==> src/rtl/alu_ctrl_pkg.sv <==
// alu_ctrl_pkg: shared ALU control codes, ALUOp classes, opcode/funct7 constants
// and the issue-stage FSM state type.
package alu_ctrl_pkg;

  localparam int unsigned CodeW = 5;
  typedef logic [CodeW-1:0] code_t;

  // Base integer ops
  localparam code_t CTRL_ADD    = 5'b00000;
  localparam code_t CTRL_SUB    = 5'b00001;
  localparam code_t CTRL_AND    = 5'b00010;
  localparam code_t CTRL_OR     = 5'b00011;
  localparam code_t CTRL_XOR    = 5'b00100;
  localparam code_t CTRL_SLL    = 5'b00101;
  localparam code_t CTRL_SRL    = 5'b00110;
  localparam code_t CTRL_SRA    = 5'b00111;
  localparam code_t CTRL_SLTU   = 5'b01000;
  localparam code_t CTRL_SLT    = 5'b01001;

  // M-extension ops
  localparam code_t CTRL_MUL    = 5'b10000;
  localparam code_t CTRL_MULH   = 5'b10001;
  localparam code_t CTRL_MULHSU = 5'b10010;
  localparam code_t CTRL_MULHU  = 5'b10011;
  localparam code_t CTRL_DIV    = 5'b10100;
  localparam code_t CTRL_DIVU   = 5'b10101;
  localparam code_t CTRL_REM    = 5'b10110;
  localparam code_t CTRL_REMU   = 5'b10111;

  // ALUOp classes from the main decoder
  localparam logic [1:0] ALUOP_ADD   = 2'b00;
  localparam logic [1:0] ALUOP_SUB   = 2'b01;
  localparam logic [1:0] ALUOP_FUNCT = 2'b10;
  localparam logic [1:0] ALUOP_RSVD  = 2'b11;

  localparam logic [6:0] OP_RTYPE = 7'b0110011;

  localparam logic [6:0] F7_BASE = 7'b0000000;
  localparam logic [6:0] F7_ALT  = 7'b0100000;
  localparam logic [6:0] F7_MEXT = 7'b0000001;

  typedef enum logic [1:0] {
    StEmpty,
    StFull,
    StWait
  } state_e;

  // Control code of an M-extension op selected by funct3.
  function automatic code_t mext_code(input logic [2:0] funct3);
    code_t c;
    unique case (funct3)
      3'b000:  c = CTRL_MUL;
      3'b001:  c = CTRL_MULH;
      3'b010:  c = CTRL_MULHSU;
      3'b011:  c = CTRL_MULHU;
      3'b100:  c = CTRL_DIV;
      3'b101:  c = CTRL_DIVU;
      3'b110:  c = CTRL_REM;
      default: c = CTRL_REMU;
    endcase
    return c;
  endfunction

endpackage

==> src/rtl/alu_ctrl_decode.sv <==
// alu_ctrl_decode: combinational ALU control decode from op/funct3/funct7/ALUOp.
// Optional macro RV_MEXT_EN enables RV32M decode; without it, funct7=0000001 on an
// R-type is flagged illegal and decodes as the base op.
module alu_ctrl_decode
  import alu_ctrl_pkg::*;
(
  input  logic [6:0]       op_i,
  input  logic [2:0]       funct3_i,
  input  logic [6:0]       funct7_i,
  input  logic [1:0]       alu_op_i,
  output logic [CodeW-1:0] code_o,
  output logic             is_muldiv_o,
  output logic             illegal_o
);

  logic  is_rtype;
  logic  f7_known;
  logic  mext_op;
  code_t base_code;

  assign is_rtype = (op_i == OP_RTYPE);

`ifdef RV_MEXT_EN
  assign mext_op  = is_rtype & (funct7_i == F7_MEXT);
  assign f7_known = (funct7_i == F7_BASE) | (funct7_i == F7_ALT) | (funct7_i == F7_MEXT);
`else
  assign mext_op  = 1'b0;
  assign f7_known = (funct7_i == F7_BASE) | (funct7_i == F7_ALT);
`endif

  // Base integer op selected by funct3, with the funct7[5] alternates.
  always_comb begin
    base_code = CTRL_ADD;
    unique case (funct3_i)
      3'b000:  base_code = (op_i[5] & funct7_i[5]) ? CTRL_SUB : CTRL_ADD;
      3'b001:  base_code = CTRL_SLL;
      3'b010:  base_code = CTRL_SLT;
      3'b011:  base_code = CTRL_SLTU;
      3'b100:  base_code = CTRL_XOR;
      3'b101:  base_code = funct7_i[5] ? CTRL_SRA : CTRL_SRL;
      3'b110:  base_code = CTRL_OR;
      default: base_code = CTRL_AND;
    endcase
  end

  // Final code by ALUOp class; unknown R-type funct7 is illegal in any class.
  always_comb begin
    code_o      = CTRL_ADD;
    is_muldiv_o = 1'b0;
    illegal_o   = is_rtype & ~f7_known;
    unique case (alu_op_i)
      ALUOP_ADD: code_o = CTRL_ADD;
      ALUOP_SUB: code_o = CTRL_SUB;
      ALUOP_FUNCT: begin
        if (mext_op) begin
          code_o      = mext_code(funct3_i);
          is_muldiv_o = 1'b1;
        end else begin
          code_o = base_code;
        end
      end
      ALUOP_RSVD: begin
        code_o    = CTRL_ADD;
        illegal_o = 1'b1;
      end
      default: code_o = CTRL_ADD;
    endcase
  end

endmodule

==> src/rtl/alu_ctrl_issue.sv <==
// alu_ctrl_issue: registered ALU control decode-and-issue stage at ID/EX with a
// valid/ready handshake and flush. Optional macro RV_MEXT_EN adds RV32M decode and
// a WAIT state that holds the stage MULDIV_LAT cycles per M op.
module alu_ctrl_issue
  import alu_ctrl_pkg::*;
#(
  parameter int unsigned CTRL_W     = 5,
  parameter int unsigned MULDIV_LAT = 8
) (
  input  logic              clk,
  input  logic              rst_n,
  input  logic              flush,
  input  logic              in_valid,
  output logic              in_ready,
  input  logic [6:0]        op,
  input  logic [2:0]        funct3,
  input  logic [6:0]        funct7,
  input  logic [1:0]        alu_op,
  output logic              out_valid,
  input  logic              out_ready,
  output logic [CTRL_W-1:0] alu_ctrl,
  output logic              is_muldiv,
  output logic              busy,
  output logic              illegal
);

  logic [CodeW-1:0]  dec_code;
  logic              dec_muldiv;
  logic              dec_illegal;
  logic              accept;
  logic              go_wait;
  logic              wait_done;

  state_e            state_q, state_d;
  logic              out_valid_q, out_valid_d;
  logic [CTRL_W-1:0] ctrl_q, ctrl_d;
  logic              illegal_q, illegal_d;

  alu_ctrl_decode u_decode (
    .op_i        (op),
    .funct3_i    (funct3),
    .funct7_i    (funct7),
    .alu_op_i    (alu_op),
    .code_o      (dec_code),
    .is_muldiv_o (dec_muldiv),
    .illegal_o   (dec_illegal)
  );

  assign in_ready = ~flush & (state_q != StWait) & ((state_q == StEmpty) | out_ready);
  assign accept   = in_valid & in_ready;

`ifdef RV_MEXT_EN
  localparam int unsigned     CNT_W   = $clog2(MULDIV_LAT + 1);
  localparam logic [CNT_W-1:0] CntLoad = CNT_W'(MULDIV_LAT - 1);
  localparam logic [CNT_W-1:0] CntOne  = CNT_W'(1);
  localparam bit              LongOp  = (MULDIV_LAT > 1);

  logic [CNT_W-1:0] cnt_q, cnt_d;
  logic             muldiv_q, muldiv_d;
  logic             busy_q, busy_d;

  // A single-cycle M unit issues like a base op.
  assign go_wait   = dec_muldiv & LongOp;
  assign wait_done = (cnt_q == CntOne);
  assign busy_d    = (state_d == StWait);

  // Occupancy counter: loaded on M accept, counts down while waiting.
  always_comb begin
    cnt_d    = cnt_q;
    muldiv_d = muldiv_q;
    if (flush) begin
      cnt_d = '0;
    end else if (accept) begin
      cnt_d    = go_wait ? CntLoad : '0;
      muldiv_d = dec_muldiv;
    end else if (state_q == StWait) begin
      cnt_d = cnt_q - CntOne;
    end
  end

  // M-op state registers.
  always_ff @(posedge clk) begin
    if (!rst_n) begin
      cnt_q    <= '0;
      muldiv_q <= 1'b0;
      busy_q   <= 1'b0;
    end else begin
      cnt_q    <= cnt_d;
      muldiv_q <= muldiv_d;
      busy_q   <= busy_d;
    end
  end

  assign is_muldiv = muldiv_q;
  assign busy      = busy_q;
`else
  logic unused_nomext;

  assign go_wait       = 1'b0;
  assign wait_done     = 1'b0;
  assign unused_nomext = dec_muldiv ^ (MULDIV_LAT != 0);
  assign is_muldiv     = 1'b0;
  assign busy          = 1'b0;
`endif

  // Issue FSM next state and output payload; flush wins over accept.
  always_comb begin
    state_d   = state_q;
    ctrl_d    = ctrl_q;
    illegal_d = illegal_q;
    if (flush) begin
      state_d = StEmpty;
    end else if (accept) begin
      ctrl_d    = CTRL_W'(dec_code);
      illegal_d = dec_illegal;
      state_d   = go_wait ? StWait : StFull;
    end else begin
      unique case (state_q)
        StFull:  if (out_ready) state_d = StEmpty;
        StWait:  if (wait_done) state_d = StFull;
        default: state_d = state_q;
      endcase
    end
  end

  assign out_valid_d = (state_d == StFull);

  // FSM state and registered outputs.
  always_ff @(posedge clk) begin
    if (!rst_n) begin
      state_q     <= StEmpty;
      out_valid_q <= 1'b0;
      ctrl_q      <= '0;
      illegal_q   <= 1'b0;
    end else begin
      state_q     <= state_d;
      out_valid_q <= out_valid_d;
      ctrl_q      <= ctrl_d;
      illegal_q   <= illegal_d;
    end
  end

  assign out_valid = out_valid_q;
  assign alu_ctrl  = ctrl_q;
  assign illegal   = illegal_q;

endmodule

==> config.mk <==
export PLATFORM = sky130hd
export DESIGN_NAME = alu_ctrl_issue
export DESIGN_NICKNAME = d
export VERILOG_FILES = /design/src/rtl/alu_ctrl_pkg.sv /design/src/rtl/alu_ctrl_decode.sv /design/src/rtl/alu_ctrl_issue.sv
export SDC_FILE = /design/constraint.sdc
export NUM_CORES = 1
export LEC_CHECK = 0
export BUFFER_PORTS_ARGS = -buffer_cell sky130_fd_sc_hd__buf_4
export CAP_MARGIN = 0
export CORE_MARGIN = 2
export CORE_UTILIZATION = 35
export CTS_CLUSTER_SIZE = 20
export DETAILED_ROUTE_END_ITERATION = 7
export PLACE_DENSITY_LB_ADDON = 0.15
export SLEW_MARGIN = 20
export SYNTH_ARGS = -nofsm -noshare
export SYNTH_HDL_FRONTEND = slang
export SYNTH_SLANG_ARGS = --single-unit
export TNS_END_PERCENT = 10
==> constraint.sdc <==
create_clock -name clk -period 3.77 [get_ports clk]
set_input_delay 1.131 -clock clk [delete_from_list [all_inputs] [get_ports clk]]
set_output_delay 1.131 -clock clk [all_outputs]
set_load 0.005 [all_outputs]
==> out/qor.yml <==
logic_synthesis:
  netlist_area_um2: 458
  syn_inst: 53
  ys_ff_latch: 8
  yosys-top-cells-area: "dfxtp_1, o21ai_0, buf_4"
  yosysWarnings: 0
  async_flop_share_pct: 0
  syn_avg_cell_area_um2: 8.64
  synth_top_area_share_pct: 35.0
  synthFlopType: "dfxtp_1"
  yosysSeqAreaShare_pct: 35.0
  synth_cell_types: 28
  synth_top_cell_by_area: "dfxtp_1"
  synth_edf_count: 0
floorplan:
  die_h_um: 40.2
  core-area_um2: 1250
  die-area_um2: 1610
  io_pins: 34
  die_w_um: 40.2
  rows: 13
  initial_core_util_pct: 36.6
routing:
  drt_iter0_markers: 3
  wl_per_cell_um: 10.3
  drc: 0
  drtPass1Iterations: 4
  dr_total_vias: 488
  viasPerCell: 4.88
  routed_wl_um: 1030
  drtAntennaViolNets: 0
power:
  swShare_pct: 23.2
  power_frac_comb_pct: 21.5
  intPower_mw: 0.150
  p_switching_mw: 0.0453
  clock_power_share_pct: 33.1
  power_mw: 0.196
  power.leakage_nw: 0.319
  irDropWorstVdd_mv: 0.258
  seq_power_share_pct: 45.4
  p_per_area_nw_per_um2: 276
worst_setup_path:
  worstSetupPathType: "input pin to output port"
  worst_setup_path_end_kind: "output port"
  arrival_ps: 1710
  cp_max_fo: 3
  start_kind: "input pin"
  crit_required_ps: 2640
clock_tree:
  cts_hold_buf: 0
  cts_tree: "done"
  cts_htree_levels: 1
  cts_setup_buffers: 0
  clk_pin_slew_ps: 60
  cts_resized: 0
  clock_sinks: 8
  clk_latency_ps: 260
  cts-root-buf: "clkbuf_4"
  clock_path_buffers: 2
  numCtsBuffers: 3
global_route:
  grt_max_degree: 7
  met2_usage_pct: 24.6
  grt_pass1_wl_um: 1650
  met3_usage_pct: 10.0
  grt.total_usage_pct: 16.1
  met1_usage_pct: 19.6
  antenna_found_initial: 0
  grt_pass1_vias: 416
  busiest_layer: "met2"
  grt.overflow.total: 0
placement:
  port_buffers: 30
  dp_hpwl_um: 872
  placed_cells: 97
  pre_cts_ws_ps: 936
  dpl_cell_area_um2: 687
  gp_congestion: 0.615
finish:
  postLayoutCellArea_um2: 709
  drive_gt1_share_pct: 47.1
  n_antenna_cell: 0
  final_cells: 100
  fin_nets: 111
  mostFrequentLayoutCells: "buf_4, dfxtp_1, o21ai_0"
  utilization_pct: 56.6
  areaGrowthSynthToFinish_pct: 54.9
  layout_commonest_cell: "buf_4"
  fillers: 119
sta:
  drv_slew: 0
  setup_tns_ps: 0
  setup_viol: 0
  layout_min_cycle_time_ps: 2840
  skew_ps: 12.2
  rsz0062_at_grt: "false"
  post-route-period-util_pct: 75.3
  fmaxAchievable_ghz: 0.352
  hold_viol_final: 0
  fin_hold_ws_ps: 452
  layout_setup_ws_ps: 930
status:
  status: "complete, no violations"
job:
  max_cap_viol_count: 0
min_path:
  hp-class: "register to register"
==> path summary, 6_finish.rpt <==
kind,start,to,slack [ps],depth (start not counted)
setup reg to reg,state_q[1],alu_ctrl[2],2530,4
hold / removal,alu_ctrl[2],alu_ctrl[2],450,2
setup / recovery,out_ready,in_ready,930,5
hold reg to reg,alu_ctrl[2],alu_ctrl[2],450,2
==> sequential cells by signal, indices dropped and copies added, names as in the netlist <==
register,flops
alu_ctrl,4
state_q,2
out_valid,1
illegal,1
==> power by group through the flow <==
| stage | Sequential, mW | Clock (mW) | Combinational [mW] |
|---|---|---|---|
| 2_1_floorplan | 0.0906 | 0 | 0.0164 |
| 3_3_place_gp | 0.0905 | 0 | 0.0418 |
| 3_5_place_dp | 0.0905 | 0 | 0.0424 |
| 4_1_cts | 0.0888 | 0.0678 | 0.0426 |
| 5_1_grt | 0.0889 | 0.0731 | 0.0470 |
| 6_report | 0.0888 | 0.0647 | 0.0422 |
==> routing by layer <==
metal / share of wire [%] / vias up
met4: 0 / 0
met5: 0 / -
li1: - / 252
met3: 8.1 / 0
met1: 42 / 216
met2: 50 / 20
==> cell type report <==
| type | count | area (um^2) | area share, % |
|---|---|---|---|
| flip-flops and latches | 8 | 160 | 22.6 |
| repair buffers | 30 | 225 | 31.7 |
| well taps | 15 | 18.8 | 2.65 |
| inverters | 1 | 3.75 | 0.529 |
| clock buffers | 3 | 22.5 | 3.17 |
| multi-input cells | 43 | 279 | 39.3 |
==> kinds of logic after synthesis <==
logic type      count (synthesis)  synth area share (%)
simple gates                   22                  30.9
flops                           8                  35.0
other cells                     1                 0.819
buf+inv                         4                  5.74
mux                             1                  2.46
compound gates                 17                  25.1
==> cells in the mapped netlist, types with 2 or more instances <==
| cell type | instances |
|---|---|
| nand2b_1 | 2 |
| dfxtp_1 | 8 |
| buf_4 | 3 |
| o21ai_0 | 5 |
| nor2_1 | 4 |
| nand2_1 | 4 |
| nand4b_1 | 2 |
| a21oi_1 | 4 |
| a21boi_0 | 2 |
==> critical path, cell delays in order <==
cell and delay [ps]:
buf_4 110, and2_2 180, nor2_1 110, nor2_1 50, buf_4 130
(Power assumes the default switching activity.)
